[src/rtl/gpi_debounce.sv]
// gpi_debounce: per-bit two-flop synchroniser and stability counter for board-level inputs.
// Define GPI_DEBOUNCE_EDGE_EN to build the registered rise_o/fall_o edge pulses; otherwise they are tied low.
module gpi_debounce #(
  parameter int Width          = 8,
  parameter int DebounceCycles = 50000
) (
  input  logic             clk_sys_i,
  input  logic             rst_sys_i,
  input  logic [Width-1:0] gp_raw_i,
  output logic [Width-1:0] gp_o,
  output logic [Width-1:0] rise_o,
  output logic [Width-1:0] fall_o
);

  localparam int              CntW    = $clog2(DebounceCycles);
  localparam logic [CntW-1:0] CntMax  = CntW'(DebounceCycles - 32'sd1);
  localparam logic [CntW-1:0] CntOne  = CntW'(32'd1);
  localparam logic [CntW-1:0] CntZero = CntW'(32'd0);

  logic [Width-1:0] s1_r;
  logic [Width-1:0] s2_r;
  logic [Width-1:0] gp_r;
  logic [Width-1:0] gp_nxt_s;
  logic [Width-1:0] upd_s;
  logic [CntW-1:0]  cnt_r     [Width];
  logic [CntW-1:0]  cnt_nxt_s [Width];

  // Per-bit qualification: any agreement with gp_r restarts the count; a full count accepts s2.
  always_comb begin
    upd_s    = {Width{1'b0}};
    gp_nxt_s = gp_r;
    for (int i = 0; i < Width; i++) begin
      cnt_nxt_s[i] = CntZero;
      if (s2_r[i] == gp_r[i]) begin
        cnt_nxt_s[i] = CntZero;
      end else if (cnt_r[i] == CntMax) begin
        cnt_nxt_s[i] = CntZero;
        upd_s[i]     = 1'b1;
        gp_nxt_s[i]  = s2_r[i];
      end else begin
        cnt_nxt_s[i] = cnt_r[i] + CntOne;
      end
    end
  end

  // Synchroniser, debounced level and counter registers.
  always_ff @(posedge clk_sys_i) begin
    if (rst_sys_i) begin
      s1_r <= {Width{1'b0}};
      s2_r <= {Width{1'b0}};
      gp_r <= {Width{1'b0}};
      for (int i = 0; i < Width; i++) begin
        cnt_r[i] <= CntZero;
      end
    end else begin
      s1_r <= gp_raw_i;
      s2_r <= s1_r;
      gp_r <= gp_nxt_s;
      for (int i = 0; i < Width; i++) begin
        cnt_r[i] <= cnt_nxt_s[i];
      end
    end
  end

  assign gp_o = gp_r;

`ifdef GPI_DEBOUNCE_EDGE_EN
  logic [Width-1:0] rise_r;
  logic [Width-1:0] fall_r;

  // Edge pulses registered alongside gp_r so they coincide with the new level.
  always_ff @(posedge clk_sys_i) begin
    if (rst_sys_i) begin
      rise_r <= {Width{1'b0}};
      fall_r <= {Width{1'b0}};
    end else begin
      rise_r <= upd_s & s2_r;
      fall_r <= upd_s & ~s2_r;
    end
  end

  assign rise_o = rise_r;
  assign fall_o = fall_r;
`else
  assign rise_o = {Width{1'b0}};
  assign fall_o = {Width{1'b0}};
`endif

endmodule

[config.mk]
export PLATFORM = sky130hd
export DESIGN_NAME = gpi_debounce
export DESIGN_NICKNAME = d
export VERILOG_FILES = /design/src/rtl/gpi_debounce.sv
export SDC_FILE = /design/constraint.sdc
export NUM_CORES = 1
export LEC_CHECK = 0
export ABC_AREA = 1
export ABC_CLOCK_PERIOD_IN_PS = 1200
export CORE_ASPECT_RATIO = 1.5
export CORE_UTILIZATION = 55
export CTS_CLUSTER_SIZE = 24
export DETAILED_ROUTE_END_ITERATION = 10
export PLACE_DENSITY_LB_ADDON = 0.15
export SLEW_MARGIN = 20
export SYNTH_ARGS = -nofsm -noshare
export SYNTH_HDL_FRONTEND = slang
export SYNTH_SLANG_ARGS = --single-unit
[constraint.sdc]
create_clock -name clk_sys_i -period 1.2 [get_ports clk_sys_i]
set_input_delay 0.24 -clock clk_sys_i [delete_from_list [all_inputs] [get_ports clk_sys_i]]
set_output_delay 0.24 -clock clk_sys_i [all_outputs]
set_load 0.02 [all_outputs]
==> impl_summary.md, run 1 <==
Cells and area
The number of nets in the finished design is around 1300. The area of the multi-input gates is 4990 sq um. Fill cells in the final layout number 665.

The utilization of the core after routing is approximately 85%. The proportion of layout cells with a drive suffix above 1 is 42.6%. The antenna diode count is 0. In the final layout, flip-flops and latches occupy roughly 3100 sq um.

Compared with the post-synthesis result, the final layout area differs by 50.9%.

Synth
The top cell type's share of synthesized area is 41.7%. The count of distinct cell types in the synthesized netlist is 27. The flip-flop cell with the highest count after synthesis is dfxtp_1. In this run the cell area of the synthesized design comes to 7290 sq um. Synthesis handed over a netlist of between 1000 and 1500 instances. The largest total area in the synthesized netlist belongs to dfxtp_1.

Yosys attributes the largest share of cell area to dfxtp_1, nor2_1, nand2_1. Sequential cells were found to cover 41.7% of the synthesized design area. Each instance of the synthesized netlist takes up on average around 7 sq um.

The synthesis-stage register bit count is 152. The number of synthesized flops with an enable pin is 0. The number of warnings reported in the yosys synthesis log is 0. Counting flops with an async set or reset pin after synthesis yields a share of 0%.

Placed design
The weighted congestion at the end of routability-driven global placement is 0.841. The HPWL after detailed placement is 10900 microns. The count of port buffers added during placement is 17. OpenSTA, run right after detailed placement, puts the worst setup slack at -459 ps.

Global route
Global routing used a little over a quarter of the available tracks across all layers. The number of antenna violations at the first check in global routing is 0. The via count of the first global-routing pass is 6726. The first global-routing pass estimated 28500 microns of wire. For this run the aggregate overflow at the end of global routing stands at 0. The largest net degree at the start of global routing is 17.

Drt
The sum of routed wire length over all layers is 23100 microns. The number of design-rule violations left by the first detailed-router iteration is roughly 530. The detailed-route vias per instance is 5.47. In this run the remaining antenna-violating nets after routing total 0. The average wire per standard cell is 16.2 microns. The number of DRC violations after detailed routing is 0. Detailed routing inserted a total of ~7800 vias. The detailed-routing iteration count for the pre-antenna-repair pass is 6.

Die
The floorplan step set the die height to 143 microns. The floorplan has 51 rows. The top-level port count is 34. The starting utilization of the core area is 56.3%.

The total die area is 13700 sq um. The floorplan step set the die width to 96 microns. The core outline area is 13000 sq um.

Timing
The accumulated negative setup slack is -7450 ps. The final hold violation count is 0. The worst hold margin is 317 ps.

The share of the clock period used by the worst path after layout is 112%. The worst setup skew after layout is 9.63 ps. Setup slack on the critical path of the routed design comes to -146 ps. Setup violations remaining at the end of the flow were counted as 112. The final number of max-transition violations was 0.

The final critical-path required period is 1350 ps. Setup repair after global routing could not meet its margin everywhere. The peak clock frequency supported by timing is around 740 MHz.

Critical path
The cell family contributing the most delay on the critical path is simple AND/OR/NAND/NOR gates. STA puts the critical path data required time at 1510 ps. For this run, the slowest stage of the critical path takes 370 ps. Walking the worst path, the cells encountered are nand2_1 -> inv_1 -> nand2_1 -> nor2_4 -> nand3_4 -> nand2_8 -> a21oi_1. Counting both buffers and inverters, the worst setup path holds a total of 1. The worst-path maximum fanout is 8.

By instance count, the cell type seen most on the critical path is nand2_1. The kind of end point of the critical path is a flip-flop. Among all stages on the critical path, the largest delay is contributed by dfxtp_2. For the worst setup path, the data arrival time is 1660 ps.

The critical path class is flip-flop to flip-flop. The kind of start point of the critical path is a flip-flop.

Power and ir drop
The power density over cell area is 995 nW/um^2. In this run the static leakage power is 3.80 nW. VDD sags by at most 0.887 mV. The overall power is 10.9 mW.

Clock tree
The clock passes through at most 2 buffers. The CTS tree is done. The clock transition time at the flip-flop clock pins of the worst setup and hold paths is 60 ps. The clock buffer count from CTS is 17. The H-tree generated during clock tree synthesis spans 4 levels.

At the later pin of the worst-skew pair, clock insertion delay measures around 430 ps. The tree is rooted in a clkbuf_16. For this design, the sink count on the clock tree is 152.

Run status
The final reports fail on setup timing. The run finished, with violations left.

Flow run
The number of max-cap violations is 0.

Min path
The worst hold path belongs to the class input port to flip-flop.
-- layout make-up --
class | count | share of cell area, %
Clock buffer | 26 | 4.72
Clock inverter | 6 | 0.785
Inverter | 124 | 4.32
Multi-Input combinational cell | 763 | 45.4
Sequential cell | 152 | 28.4
Tap cell | 159 | 1.81
Timing Repair Buffer | 195 | 14.5
Timing Repair inverter | 1 | 0.0341
-- worst reg2reg max path, stage by stage, from the launching register on --
cell	delay, ps
dfxtp_2	370
nand2_1	110
inv_1	100
nand2_1	90
nor2_4	140
nand3_4	180
nand2_8	170
a21oi_1	60
-- cell usage after synthesis (7+ instances only) --
master	number
or2_2	7
buf_4	16
dfxtp_1	152
xnor2_1	19
buf_6	9
nand4_1	42
xor2_1	36
nand2_1	221
nor2_2	10
o21ai_0	9
nand2_2	8
ha_1	8
inv_1	123
nor2_1	231
nand3_1	75
a21oi_1	59
-- report_power, final --
group          switching [mW]  total, mW  internal (mW)
combinational           0.211      0.322          0.111
sequential             0.0231       5.09           5.07
clock                    2.14       5.53           3.40
-- per-layer routing --
layer | track usage [%] | routed length, microns
met5 | 0 | 0
met4 | 11.7 | 1110
met3 | 4.53 | 976
met2 | 48.5 | 12500
met1 | 28.6 | 8550
-- metrics by stage --
| step | cells | cell area [sq um] |
|---|---|---|
| floorplan | 1060 | 7570 |
| global placement | 1357 | 8820 |
| detailed placement | 1357 | 8820 |
| CTS | 1407 | 9810 |
| global route | 1426 | 11000 |
| finish | 1426 | 11000 |
-- layout by cell type (no fill, tap or decap), drive strengths merged --
master and instances:
nand3 77, inv 125, clkinv 3, xor2 36, dlygate4sd2 1, ha 8
nand2 235, and2 1, nor2 241, conb 16, o21bai 2, or2 9
buf 186, bufinv 2, a21oi 61, nor3 5, clkdlybuf4s50 8, clkinvlp 1
xnor2 19, o21ai 11, dfxtp 152, nand4 42, clkbuf 26
-- state kept, by name, indices dropped and copies added (netlist names) --
name and flops:
s2_r 8, cnt_r 128, s1_r 8, gp_o 8
-- what timing repair did --
item                                    4_1_cts  5_1_grt
gates cloned                                  6        2
pin swaps                                    17       80
hold buffers                                  0        0
endpoints found under the setup margin      137      140
gates resized for setup                      98      306
setup buffers                                12       17
-- path summary, 6_finish.rpt --
kind / endpoint / slack, ps / startpoint / cells after the start
worst min register to register: s2_r[2] / 410 / s1_r[2] / 2
worst max-delay path: cnt_r[0][31] / -150 / cnt_r[0][25] / 7
worst min-delay path: s1_r[1] / 320 / gp_raw_i[1] / 3
worst max register to register: cnt_r[0][31] / -150 / cnt_r[0][25] / 7
-- cell families (layout without fill, tap and decap cells) --
group	Yosys count	count (layout)	synth area share, %
AOI/OAI and AO/OA	74	74	5.36
DFF	152	152	41.7
buffers and inverters	151	352	9.82
other	1	16	0.0514
xor gates and xnor gates	55	55	6.61
and+or+nand+nor	604	610	35.0
adders and majority gates	8	8	1.37
Note: power is estimated with default switching activity, not from simulation.
==> run 2: changes to the inputs <==
--- a/config.mk
+++ b/config.mk
@@ -12,6 +12,7 @@
 export CTS_CLUSTER_SIZE = 24
 export DETAILED_ROUTE_END_ITERATION = 10
 export PLACE_DENSITY_LB_ADDON = 0.15
+export SETUP_SLACK_MARGIN = 0.2
 export SLEW_MARGIN = 20
 export SYNTH_ARGS = -nofsm -noshare
 export SYNTH_HDL_FRONTEND = slang
==> impl_summary.md, run 2 (synthesis gave the netlist of run 1 again) <==
Run status
Result of the run: finished, violations left (unchanged). Violated checks: setup timing (unchanged).

Global route
The first-pass GRT wire length is 32400 microns (was 28500 microns). The aggregate global-route resource usage is 30.5% (was 26.3%). The via count of the first global-routing pass is 7739 (was 6726). The number of antenna violations at the first check in global routing is 0 (unchanged).

The aggregate global routing overflow is 0 (unchanged). The largest net degree at the start of global routing is 17 (unchanged).

Flow run
The number of max-cap violations is 0 (unchanged).

Critical path
The data arrival time at the worst-slack endpoint is 1810 ps (was 1660 ps). The startpoint of the lowest-slack register-to-register path is cnt_r[1][26] (was cnt_r[0][25]). The kind of start point of the critical path is a flip-flop (unchanged).

The worst-path maximum fanout came to 4 (was 8). The worst setup slack for register-to-register paths was -240 ps (was -150 ps). The depth of the worst register-to-register path is 7 (unchanged). The critical path class is flip-flop to flip-flop (unchanged). The capture instance of the worst register-to-register path is gp_o[5] (was cnt_r[0][31]).

The data required time at the worst endpoint is 1570 ps (was 1510 ps). The kind of end point of the critical path is a flip-flop (unchanged).

Cells and area
The summed area of non-filler cells in the final layout is 11300 sq um (was 11000 sq um). The flip-flop count of the largest register, all copies and words added was 128 (unchanged). The area growth from synthesis to final layout came to 54.5% (was 50.9%). The number of nets in the finished design came to 1279 (was 1272). The utilization of the core after routing is 87.0% (was 84.9%).

The most flop-heavy register is cnt_r (unchanged). Commonest non-fill, non-tap cells in the layout: nand2_1, buf_4, nor2_1, inv_1, dfxtp_1 (unchanged). The proportion of layout cells with a drive suffix above 1 is 45.4% (was 42.6%). The antenna diode count is 0 (unchanged). The commonest non-fill, non-tap cell in the layout is nand2_1 (unchanged).

Timing
The final critical-path required period is 1440 ps (was 1350 ps). The worst hold margin is 339 ps (was 317 ps). Unrepaired setup endpoints after global routing: true (unchanged). The peak clock frequency supported by timing is 696 MHz (was 743 MHz).

The final number of max-transition violations is 0 (unchanged). The final hold violation count is 0 (unchanged). The setup-violating endpoint count in the final report came to 129 (was 112). The accumulated negative setup slack came to -11790 ps (was -7450 ps). The share of the clock period used by the worst path after layout is 120% (was 112%). The worst path setup slack after routing is -236 ps (was -146 ps). The worst setup skew after layout is 7.19 ps (was 9.63 ps).

Drt
The number of DRC violations after detailed routing is 0 (unchanged). The detailed-route vias per instance is 5.63 (was 5.47). The number of design-rule violations left by the first detailed-router iteration was 535 (was 528). The sum of routed wire length over all layers came to 24800 microns (was 23100 microns). The detailed-routing iteration count for the pre-antenna-repair pass came to 5 (was 6). The average wire per standard cell is 17.3 microns (was 16.2 microns). The routed via count is 8064 (was 7797).

The post-detailed-route count of antenna-violating nets is 0 (unchanged).

Placed design
The HPWL after detailed placement is 11600 microns (was 10900 microns). The weighted congestion at the end of routability-driven global placement is 0.861 (was 0.841). The count of port buffers added during placement is 17 (unchanged). The area after detailed placement came to 8970 sq um (was 8820 sq um).

Clock tree
The clock latency on the worst-skew pair is 430 ps (about the same). The clock transition time at the flip-flop clock pins of the worst setup and hold paths is 60 ps (about the same). The CTS H-tree depth is 4 (unchanged). The clock buffer count from CTS is 17 (unchanged). The hold buffer count at cts is 0 (unchanged). The clock tree root buffer cell is clkbuf_16 (unchanged).

The number of clock sinks is 152 (unchanged). The CTS tree is done (unchanged). The number of buffers on the longest clock path is 2 (unchanged).

Power and ir drop
The worst voltage drop across the vdd grid was 0.946 mV (was 0.887 mV). The overall power is 10.8 mW (was 10.9 mW). The cell leakage power is 3.83 nW (was 3.80 nW). The power density over cell area is 959 nW/um^2 (was 995 nW/um^2).

Die
The die width is 96 microns (unchanged). The total die area is 13700 sq um (unchanged). The starting utilization of the core area is 56.3% (unchanged). The placement row count is 51 (unchanged). The core outline area is 13000 sq um (unchanged).

The height of the die is 143 microns (unchanged). The top-level port count was 34 (unchanged).

Min path
The critical hold path startpoint is gp_raw_i[4] (was gp_raw_i[1]). The number of cells traversed by the worst hold path is 3 (unchanged). The classification of the worst-slack hold path was input port to flip-flop (unchanged). The sink of the worst hold path is s1_r[4] (was s1_r[1]).
==> run 2: cell types whose count changed in the layout (fill, tap and decap cells not counted), sizes merged <==
cell and delta:
clkinvlp +1, buf +7, clkinv +4, clkbuf -5
==> run 2: power by group <==
part | internal [mW] | leakage, nW | total, mW | switching, mW
combinational | 0.125 | 2.28 | 0.360 | 0.235
sequential | 5.06 | 1.27 | 5.09 | 0.0267
clock | 3.12 | 0.277 | 5.35 | 2.24
total | 8.31 | 3.83 | 10.8 | 2.50
==> run 2: final cells by class <==
class / count / area [sq um]
clock buffer: 21 / 450
clock inverter: 11 / 125
fill: 638 / 1690
inverter: 124 / 480
multi-input combinational: 763 / 5140
sequential: 152 / 3150
tap: 159 / 199
timing repair buffer: 202 / 1720
timing repair inverter: 1 / 3.75
==> run 2: layer usage <==
metal / wire length [microns] / global-route usage, %
met5: 0 / 0
met4: 1860 / 20.7
met3: 1370 / 6.92
met2: 13300 / 58.0
met1: 8290 / 27.3
==> run 2: what timing repair did <==
item / in CTS / in global routing
pin swaps: 71 / 55
setup endpoints to repair: 144 / 144
buffers inserted: 27 / 16
endpoints found under the hold margin: 0 / 0
gates resized for setup: 224 / 182
gates cloned: 8 / 1
==> run 2: how the worst max path moves through the flow <==
stage / startpoint / cells after the start / endpoint / slack [ps]
after floorplan: cnt_r[1][33] / 7 / cnt_r[1][42] / -20
after global placement: rst_sys_i / 5 / cnt_r[0][47] / -410
after detailed placement: rst_sys_i / 5 / cnt_r[0][43] / -420
after CTS: cnt_r[1][32] / 8 / cnt_r[1][45] / -80
after global routing: cnt_r[0][37] / 7 / gp_o[2] / -320
final: cnt_r[1][26] / 7 / gp_o[5] / -240
==> run 2: critical path, cell delays in order (launching register included) <==
cell and delay, ps:
dfxtp_2 360, nor2_1 220, and2_1 270, nand3_4 190, buf_6 170, nand2_2 50, inv_1 40, nor2_1 70
==> run 2: stage by stage <==
stage	setup slack, ps	std cells
CTS	-80.0	1416
global route	-317	1433
global placement	-410	1349
floorplan	-16.8	1060
finish	-236	1433
detailed placement	-424	1349
